<file path="config.mk">
export PLATFORM = sky130hd
export DESIGN_NAME = trng_byte_reader
export DESIGN_NICKNAME = d
export VERILOG_FILES = /design/src/rtl/trng_pkg.sv /design/src/rtl/trng_sync_fifo.sv /design/src/rtl/trng_byte_reader.sv
export SDC_FILE = /design/constraint.sdc
export NUM_CORES = 1
export LEC_CHECK = 0
export ABC_CLOCK_PERIOD_IN_PS = 3000
export BUFFER_PORTS_ARGS = -buffer_cell sky130_fd_sc_hd__buf_2
export CORE_MARGIN = 3
export CORE_UTILIZATION = 60
export CTS_CLUSTER_DIAMETER = 150
export DETAILED_ROUTE_END_ITERATION = 8
export GPL_TIMING_DRIVEN = 0
export PLACE_DENSITY_LB_ADDON = 0.15
export SETUP_SLACK_MARGIN = 0.5
export SYNTH_ARGS = -nofsm -noshare
export SYNTH_HDL_FRONTEND = slang
export SYNTH_SLANG_ARGS = --single-unit
</file>
<file path="constraint.sdc">
create_clock -name clk -period 3 [get_ports clk]
set_input_delay 0.15 -clock clk [delete_from_list [all_inputs] [get_ports clk]]
set_output_delay 0.15 -clock clk [all_outputs]
set_load 0.01 [all_outputs]
</file>
<file path="src/rtl/trng_pkg.sv">
// Shared definitions for the TRNG byte reader.
// Holds the default generics (sample divider, output FIFO depth,
// repetition-count limit) and the byte type used on the data path.
package trng_pkg;

    localparam int DEF_SAMPLE_DIV = 4;
    localparam int DEF_FIFO_DEPTH = 4;
    localparam int DEF_REP_LIMIT  = 31;

    typedef logic [7:0] trng_byte_t;

endpackage

</file>
<file path="src/rtl/trng_sync_fifo.sv">
// Small synchronous byte FIFO with show-ahead output.
// Ports:
//   clk, rst_n  - clock, asynchronous active-low reset of pointers/level
//   push        - write push_data (accepted when not full, or when a pop
//                 happens in the same cycle)
//   pop         - remove head entry (ignored when empty)
//   flush       - discard all entries; overrides push and pop
//   full, empty - status flags
//   level       - number of stored entries
//   pop_data    - head entry, forced to 0 while empty
module trng_sync_fifo
    import trng_pkg::*;
#(
    parameter int DEPTH = DEF_FIFO_DEPTH
) (
    input  logic                     clk,
    input  logic                     rst_n,
    input  logic                     push,
    input  trng_byte_t               push_data,
    input  logic                     pop,
    input  logic                     flush,
    output logic                     full,
    output logic                     empty,
    output logic [$clog2(DEPTH):0]   level,
    output trng_byte_t               pop_data
);

    localparam int AW = $clog2(DEPTH);

    trng_byte_t          mem [DEPTH];
    logic [AW-1:0]       wr_ptr_reg;
    logic [AW-1:0]       rd_ptr_reg;
    logic [AW:0]         level_reg;
    logic                do_push;
    logic                do_pop;

    assign full    = (level_reg == (AW+1)'(DEPTH));
    assign empty   = (level_reg == '0);
    assign do_pop  = pop && !empty;
    // A full FIFO still takes a byte when the head leaves in the same cycle.
    assign do_push = push && (!full || do_pop);

    always_ff @(posedge clk) begin
        if (do_push && !flush) begin
            mem[wr_ptr_reg] <= push_data;
        end
    end

    always_ff @(posedge clk or negedge rst_n) begin
        if (!rst_n) begin
            wr_ptr_reg <= '0;
            rd_ptr_reg <= '0;
            level_reg  <= '0;
        end else if (flush) begin
            wr_ptr_reg <= '0;
            rd_ptr_reg <= '0;
            level_reg  <= '0;
        end else begin
            if (do_push) begin
                wr_ptr_reg <= wr_ptr_reg + 1'b1;
            end
            if (do_pop) begin
                rd_ptr_reg <= rd_ptr_reg + 1'b1;
            end
            if (do_push && !do_pop) begin
                level_reg <= level_reg + 1'b1;
            end else if (do_pop && !do_push) begin
                level_reg <= level_reg - 1'b1;
            end
        end
    end

    assign level    = level_reg;
    assign pop_data = empty ? '0 : mem[rd_ptr_reg];

endmodule

</file>
<file path="src/rtl/trng_byte_reader.sv">
// TRNG byte reader: synchronizes a ring-oscillator bit, decimates it,
// whitens it with a Von Neumann extractor, packs accepted bits MSB-first
// into bytes and queues them in a small FIFO. A repetition-count health
// test latches a failure, flushes the FIFO and blocks further output.
// Ports:
//   clk, rst_n   - clock, asynchronous active-low reset
//   ena          - block enable (0 clears the sampling/packing path)
//   raw_bit      - asynchronous entropy bit
//   rd_ready     - consumer takes rd_data this cycle
//   rd_valid     - rd_data holds an unread byte
//   rd_data      - oldest stored byte (0 when empty)
//   fifo_level   - bytes stored
//   overflow     - sticky, a byte was dropped on a full FIFO
//   health_fail  - sticky, repetition-count test failed
module trng_byte_reader
    import trng_pkg::*;
#(
    parameter int SAMPLE_DIV = DEF_SAMPLE_DIV,
    parameter int FIFO_DEPTH = DEF_FIFO_DEPTH,
    parameter int REP_LIMIT  = DEF_REP_LIMIT
) (
    input  logic                          clk,
    input  logic                          rst_n,
    input  logic                          ena,
    input  logic                          raw_bit,
    input  logic                          rd_ready,
    output logic                          rd_valid,
    output logic [7:0]                    rd_data,
    output logic [$clog2(FIFO_DEPTH):0]   fifo_level,
    output logic                          overflow,
    output logic                          health_fail
);

    logic [1:0]  sync_reg;
    logic [7:0]  div_cnt_reg;
    logic        phase_reg;        // 0: next sample is first of a pair
    logic        first_bit_reg;
    trng_byte_t  shift_reg;
    logic [2:0]  bit_cnt_reg;
    logic        push_pending_reg;
    trng_byte_t  push_data_reg;
    logic [7:0]  rep_cnt_reg;      // 0 means no sample seen since reset/enable
    logic        prev_sample_reg;
    logic        overflow_reg;
    logic        health_fail_reg;

    logic        sample;
    logic        tick;
    logic        accept;
    logic        rep_trip;
    logic        flush;
    logic        fifo_push;
    logic        fifo_pop;
    logic        fifo_full;
    logic        fifo_empty;

    assign sample   = sync_reg[1];
    assign tick     = ena && (div_cnt_reg == 8'(SAMPLE_DIV - 1));
    assign accept   = tick && phase_reg && (first_bit_reg != sample);
    assign rep_trip = (rep_cnt_reg == 8'(REP_LIMIT));
    // Flush on the trip cycle too, so the FIFO is empty as health_fail rises.
    assign flush     = rep_trip || health_fail_reg;
    assign fifo_push = push_pending_reg && !flush;
    assign rd_valid  = !fifo_empty && !health_fail_reg;
    assign fifo_pop  = rd_valid && rd_ready;

    always_ff @(posedge clk or negedge rst_n) begin
        if (!rst_n) begin
            sync_reg <= '0;
        end else begin
            sync_reg <= {sync_reg[0], raw_bit};
        end
    end

    always_ff @(posedge clk or negedge rst_n) begin
        if (!rst_n) begin
            div_cnt_reg      <= '0;
            phase_reg        <= 1'b0;
            first_bit_reg    <= 1'b0;
            shift_reg        <= '0;
            bit_cnt_reg      <= '0;
            push_pending_reg <= 1'b0;
            push_data_reg    <= '0;
            rep_cnt_reg      <= '0;
            prev_sample_reg  <= 1'b0;
        end else begin
            // A completed byte is still handed to the FIFO if ena drops.
            push_pending_reg <= accept && (bit_cnt_reg == 3'd7);
            if (accept && (bit_cnt_reg == 3'd7)) begin
                push_data_reg <= {shift_reg[6:0], first_bit_reg};
            end
            if (!ena) begin
                div_cnt_reg   <= '0;
                phase_reg     <= 1'b0;
                first_bit_reg <= 1'b0;
                shift_reg     <= '0;
                bit_cnt_reg   <= '0;
                rep_cnt_reg   <= '0;
            end else begin
                div_cnt_reg <= tick ? 8'd0 : div_cnt_reg + 8'd1;
                if (tick) begin
                    phase_reg       <= !phase_reg;
                    prev_sample_reg <= sample;
                    if (!phase_reg) begin
                        first_bit_reg <= sample;
                    end
                    if (rep_cnt_reg == 8'd0 || sample != prev_sample_reg) begin
                        rep_cnt_reg <= 8'd1;
                    end else if (!rep_trip) begin
                        rep_cnt_reg <= rep_cnt_reg + 8'd1;
                    end
                end
                if (accept) begin
                    shift_reg   <= {shift_reg[6:0], first_bit_reg};
                    bit_cnt_reg <= bit_cnt_reg + 3'd1;
                end
            end
        end
    end

    always_ff @(posedge clk or negedge rst_n) begin
        if (!rst_n) begin
            overflow_reg    <= 1'b0;
            health_fail_reg <= 1'b0;
        end else begin
            if (fifo_push && fifo_full && !fifo_pop) begin
                overflow_reg <= 1'b1;
            end
            if (rep_trip) begin
                health_fail_reg <= 1'b1;
            end
        end
    end

    trng_sync_fifo #(
        .DEPTH (FIFO_DEPTH)
    ) u_fifo (
        .clk       (clk),
        .rst_n     (rst_n),
        .push      (fifo_push),
        .push_data (push_data_reg),
        .pop       (fifo_pop),
        .flush     (flush),
        .full      (fifo_full),
        .empty     (fifo_empty),
        .level     (fifo_level),
        .pop_data  (rd_data)
    );

    assign overflow    = overflow_reg;
    assign health_fail = health_fail_reg;

endmodule

</file>
==> impl_results.md <==
* Power consumption at 2320 uW
* Count of synthesis-stage warnings from yosys at 0
* Clk Tree Root Cell: clkbuf_8
* Post-synthesis async set-or-reset flop share at 60.5%
* Minimum setup slack after placement at 0.247 ns
* First-pass GRT wire length at 10.3 mm
* X dimension of the die at 83.6 um
* Clock latency on the worst-skew pair at 0.35 ns
* Final cycle utilization of the critical path at 82.6%
* Outcome: complete, but fails checks
* Worst-case hold slack at -0.00968 ns
* Area of the die at 6980 um2
* Clock slew at the register clock pins of the worst setup and hold paths at 0.08 ns
* Arrival time worst endpoint at 2.76 ns
* Commonest register cell after synthesis: dfrtp_1
* Setup-violating endpoint count in the final report at 0
* Count of nets after finishing at 335
* Routability cong. at 0.788
* Hold WC Path Type: in2async
* Sequential-to-total area share from yosys stat at 60.6%
* Reported max-cap violation count at 0
* Critical Path Sink Type: flip-flop
* Cell types with the largest area share after synthesis: dfrtp_1 34%, edfxtp_1 27%, mux4_2 5.0%
* Mapped cell area at 3610 um2
* Per-cell via count in the routed design at 5.71
* Critical Path RT at 3.28 ns
* Die boundary height at 83.6 um
* 1st-iter DRT viols at 76
* Final critical path time including I/O delays and setup at 2.48 ns
* Sort of element at the start of the critical path: flip-flop
* Aggregate global-route resource usage at 18.9%
* Post-placement cell count at 375
* Leftover overflow at the end of global routing at 0
* Largest Register: u_fifo.mem
* Via count of the first global-routing pass at 2178
* Std cell rows at 27
* Cts bufs inserted at 9
* Sink Count at 81
* Violations in the final reports: hold timing
* Crit path setup slack, layout at 0.523 ns
* TritonCTS clock tree: done
* Final routed DRC violation total at 0
* Post-layout utilization of the core at 71.5%
* Antenna diode count at 0
* Total length of routed wires at 6.27 mm
* Number of H-tree levels at 3
* Number of flip-flops in the largest register at 32
* Top-level I/O count at 19
* Avg WL per Cell at 15.8 um
* CP Class: reg2reg
* Flip-flop and latch count after synthesis at 81
* Mean area per synthesized cell at 12.7 um2
* Synth Net Count at 300
* Maximum clock frequency at 0.404 GHz
* Slew Limit Headroom at 27.9%
* Highest fanout seen on the critical path at 6
* Share of the synthesized area in the top cell type at 34.0%
* Area of the core at 5680 um2
* Number of flops mapped to enable cells by yosys at 32
* Max Transition Viols Final at 0
* Area added between synthesis and finish at 12.3%
* Starting density of the core at 63.6%
* Number of iterations in the first detailed-routing pass at 4
* Clock skew after layout at 0.00870 ns
* Non-filler instance count after layout at 397
* Cell count after synthesis at 285
* Total vias in the final route at 2265
* Setup_tns at 0 ns
* Maximum number of pins on one net before global-route repair at 50
* DP Wirelength at 3.98 mm
* Leakage Power at 0.00182 uW
* Number of library cell types mapped by synthesis at 45
* Power density over the cells at 572 nW/um2
* Largest area contributor in the synthesized netlist: dfrtp_1
* Initial antenna violation count at 0
* Antenna violation net count after detailed routing at 0
* Number of buffers between clock root and the deepest sink at 2
* Worst Reg2Reg Path Length in Cells at 7
* IR drop worst, VDD at 445 uV
* Ratio of cells with drive above 1 in the final layout at 22.2%
* Number of I/O port buffers at 18
* RSZ-0062 raised after global routing: false
* Worst Max-Slew Pin Slew at 1.08 ns
* Final Hold Fails at 7
-- synth_stat cells (2+ instances only) --
cell type  number
a31oi_1         2
o21ai_0        18
edfxtp_1       32
nand2_1        33
and3_1          3
a211o_1         2
mux2i_1         5
clkbuf_1        5
ha_1            9
nor2_1         22
mux4_2          8
dfrtp_1        49
xor2_1          5
mux2_2          9
nor3_1          4
nor4b_1         2
inv_1          11
xnor2_1         8
o31ai_1         3
nand3_1         8
nor2b_1        10
a21oi_1         7
and2_1          6
nor4_1          2
or2_2           2
-- worst paths after layout --
| path | start | end | slack, ns |
|---|---|---|---|
| worst max-delay path | u_fifo.level[1]$_DFFE_PN0P_ | u_fifo.level[1]$_DFFE_PN0P_ | 0.52 |
| worst min-delay path | rst_n | u_fifo.rd_ptr_reg[1]$_DFFE_PN0P_ | -0.01 |
| worst max register to register | u_fifo.level[1]$_DFFE_PN0P_ | u_fifo.level[1]$_DFFE_PN0P_ | 0.52 |
| worst min register to register | sync_reg[0]$_DFF_PN0_ | sync_reg[1]$_DFF_PN0_ | 0.36 |
| max in group asynchronous | rst_n | rep_cnt_reg[0]$_DFFE_PN0P_ | 2.27 |
| min in group clk | ena | bit_cnt_reg[1]$_DFFE_PN0P_ | 0.12 |
-- cells in the final DEF, fill, tap and decap left out, types with 7 or more instances in the layout --
master,Yosys,final
mux4_2,8,8
xnor2_1,8,8
buf_2,1,19
ha_1,9,9
a21oi_1,7,7
o21ai_0,18,18
nor2b_1,10,10
edfxtp_1,32,32
nand3_1,8,7
dfrtp_1,49,48
clkbuf_8,0,9
nor2_1,22,22
inv_1,11,11
nand2_1,33,32
mux2_2,9,9
-- critical path, cell delays in order (launching register included) --
cell,delay (ns)
dfrtp_1,0.47
or2_2,0.38
o31ai_4,0.39
nor3_2,0.10
fa_1,0.49
nor4b_2,0.32
a31oi_1,0.09
a21oi_1,0.16
-- stage by stage --
stage	hold WS [ns]	area (um2)
floorplan	-0.146	3620
global placement	0.260	3800
detailed placement	0.259	3800
CTS	0.0490	4000
global route	0.0852	4060
finish	-0.00968	4060
-- per-layer routing --
metal,vias to the layer above,share of wire (%),track usage (%)
met2,49,49,30.0
met4,0,2.0,9.21
met3,12,3.4,3.65
li1,1091,-,-
met5,-,0,0
met1,1113,46,25.1
-- cell type report --
type | count | area, um2
tap | 72 | 90.1
multi-input combinational | 185 | 1390
sequential | 81 | 2190
clock buffer | 10 | 128
timing repair buffer | 24 | 138
inverter | 11 | 41.3
buffer | 8 | 42.5
fill | 395 | 1620
clock inverter | 6 | 35.0
-- power breakdown --
part / switching (uW) / leakage (uW) / internal (uW)
logic: 228 / 0.000723 / 166
clock network: 377 / 0.0000734 / 293
registers: 63.2 / 0.00103 / 1190
total: 668 / 0.00182 / 1650
-- logic make-up after synthesis --
family                     after synthesis  share of synthesized area (%)
muxes                                   22                           9.18
xor gates and xnor gates                13                           3.15
and+or+nand+nor                         99                           14.0
DFF                                     81                           60.6
buffers and inverters                   19                           2.32
AOI/OAI and AO/OA                       41                           7.14
adders and majority gates               10                           3.67
-- what timing repair did --
item / in CTS / in global routing
endpoints found under the hold margin: 1 / 0
resized for setup: 5 / 5
hold buffers: 1 / 0
buffers inserted: 1 / 4
endpoints found under the setup margin: 1 / 2
pin swaps: 1 / 1
(Power assumes the default switching activity.)
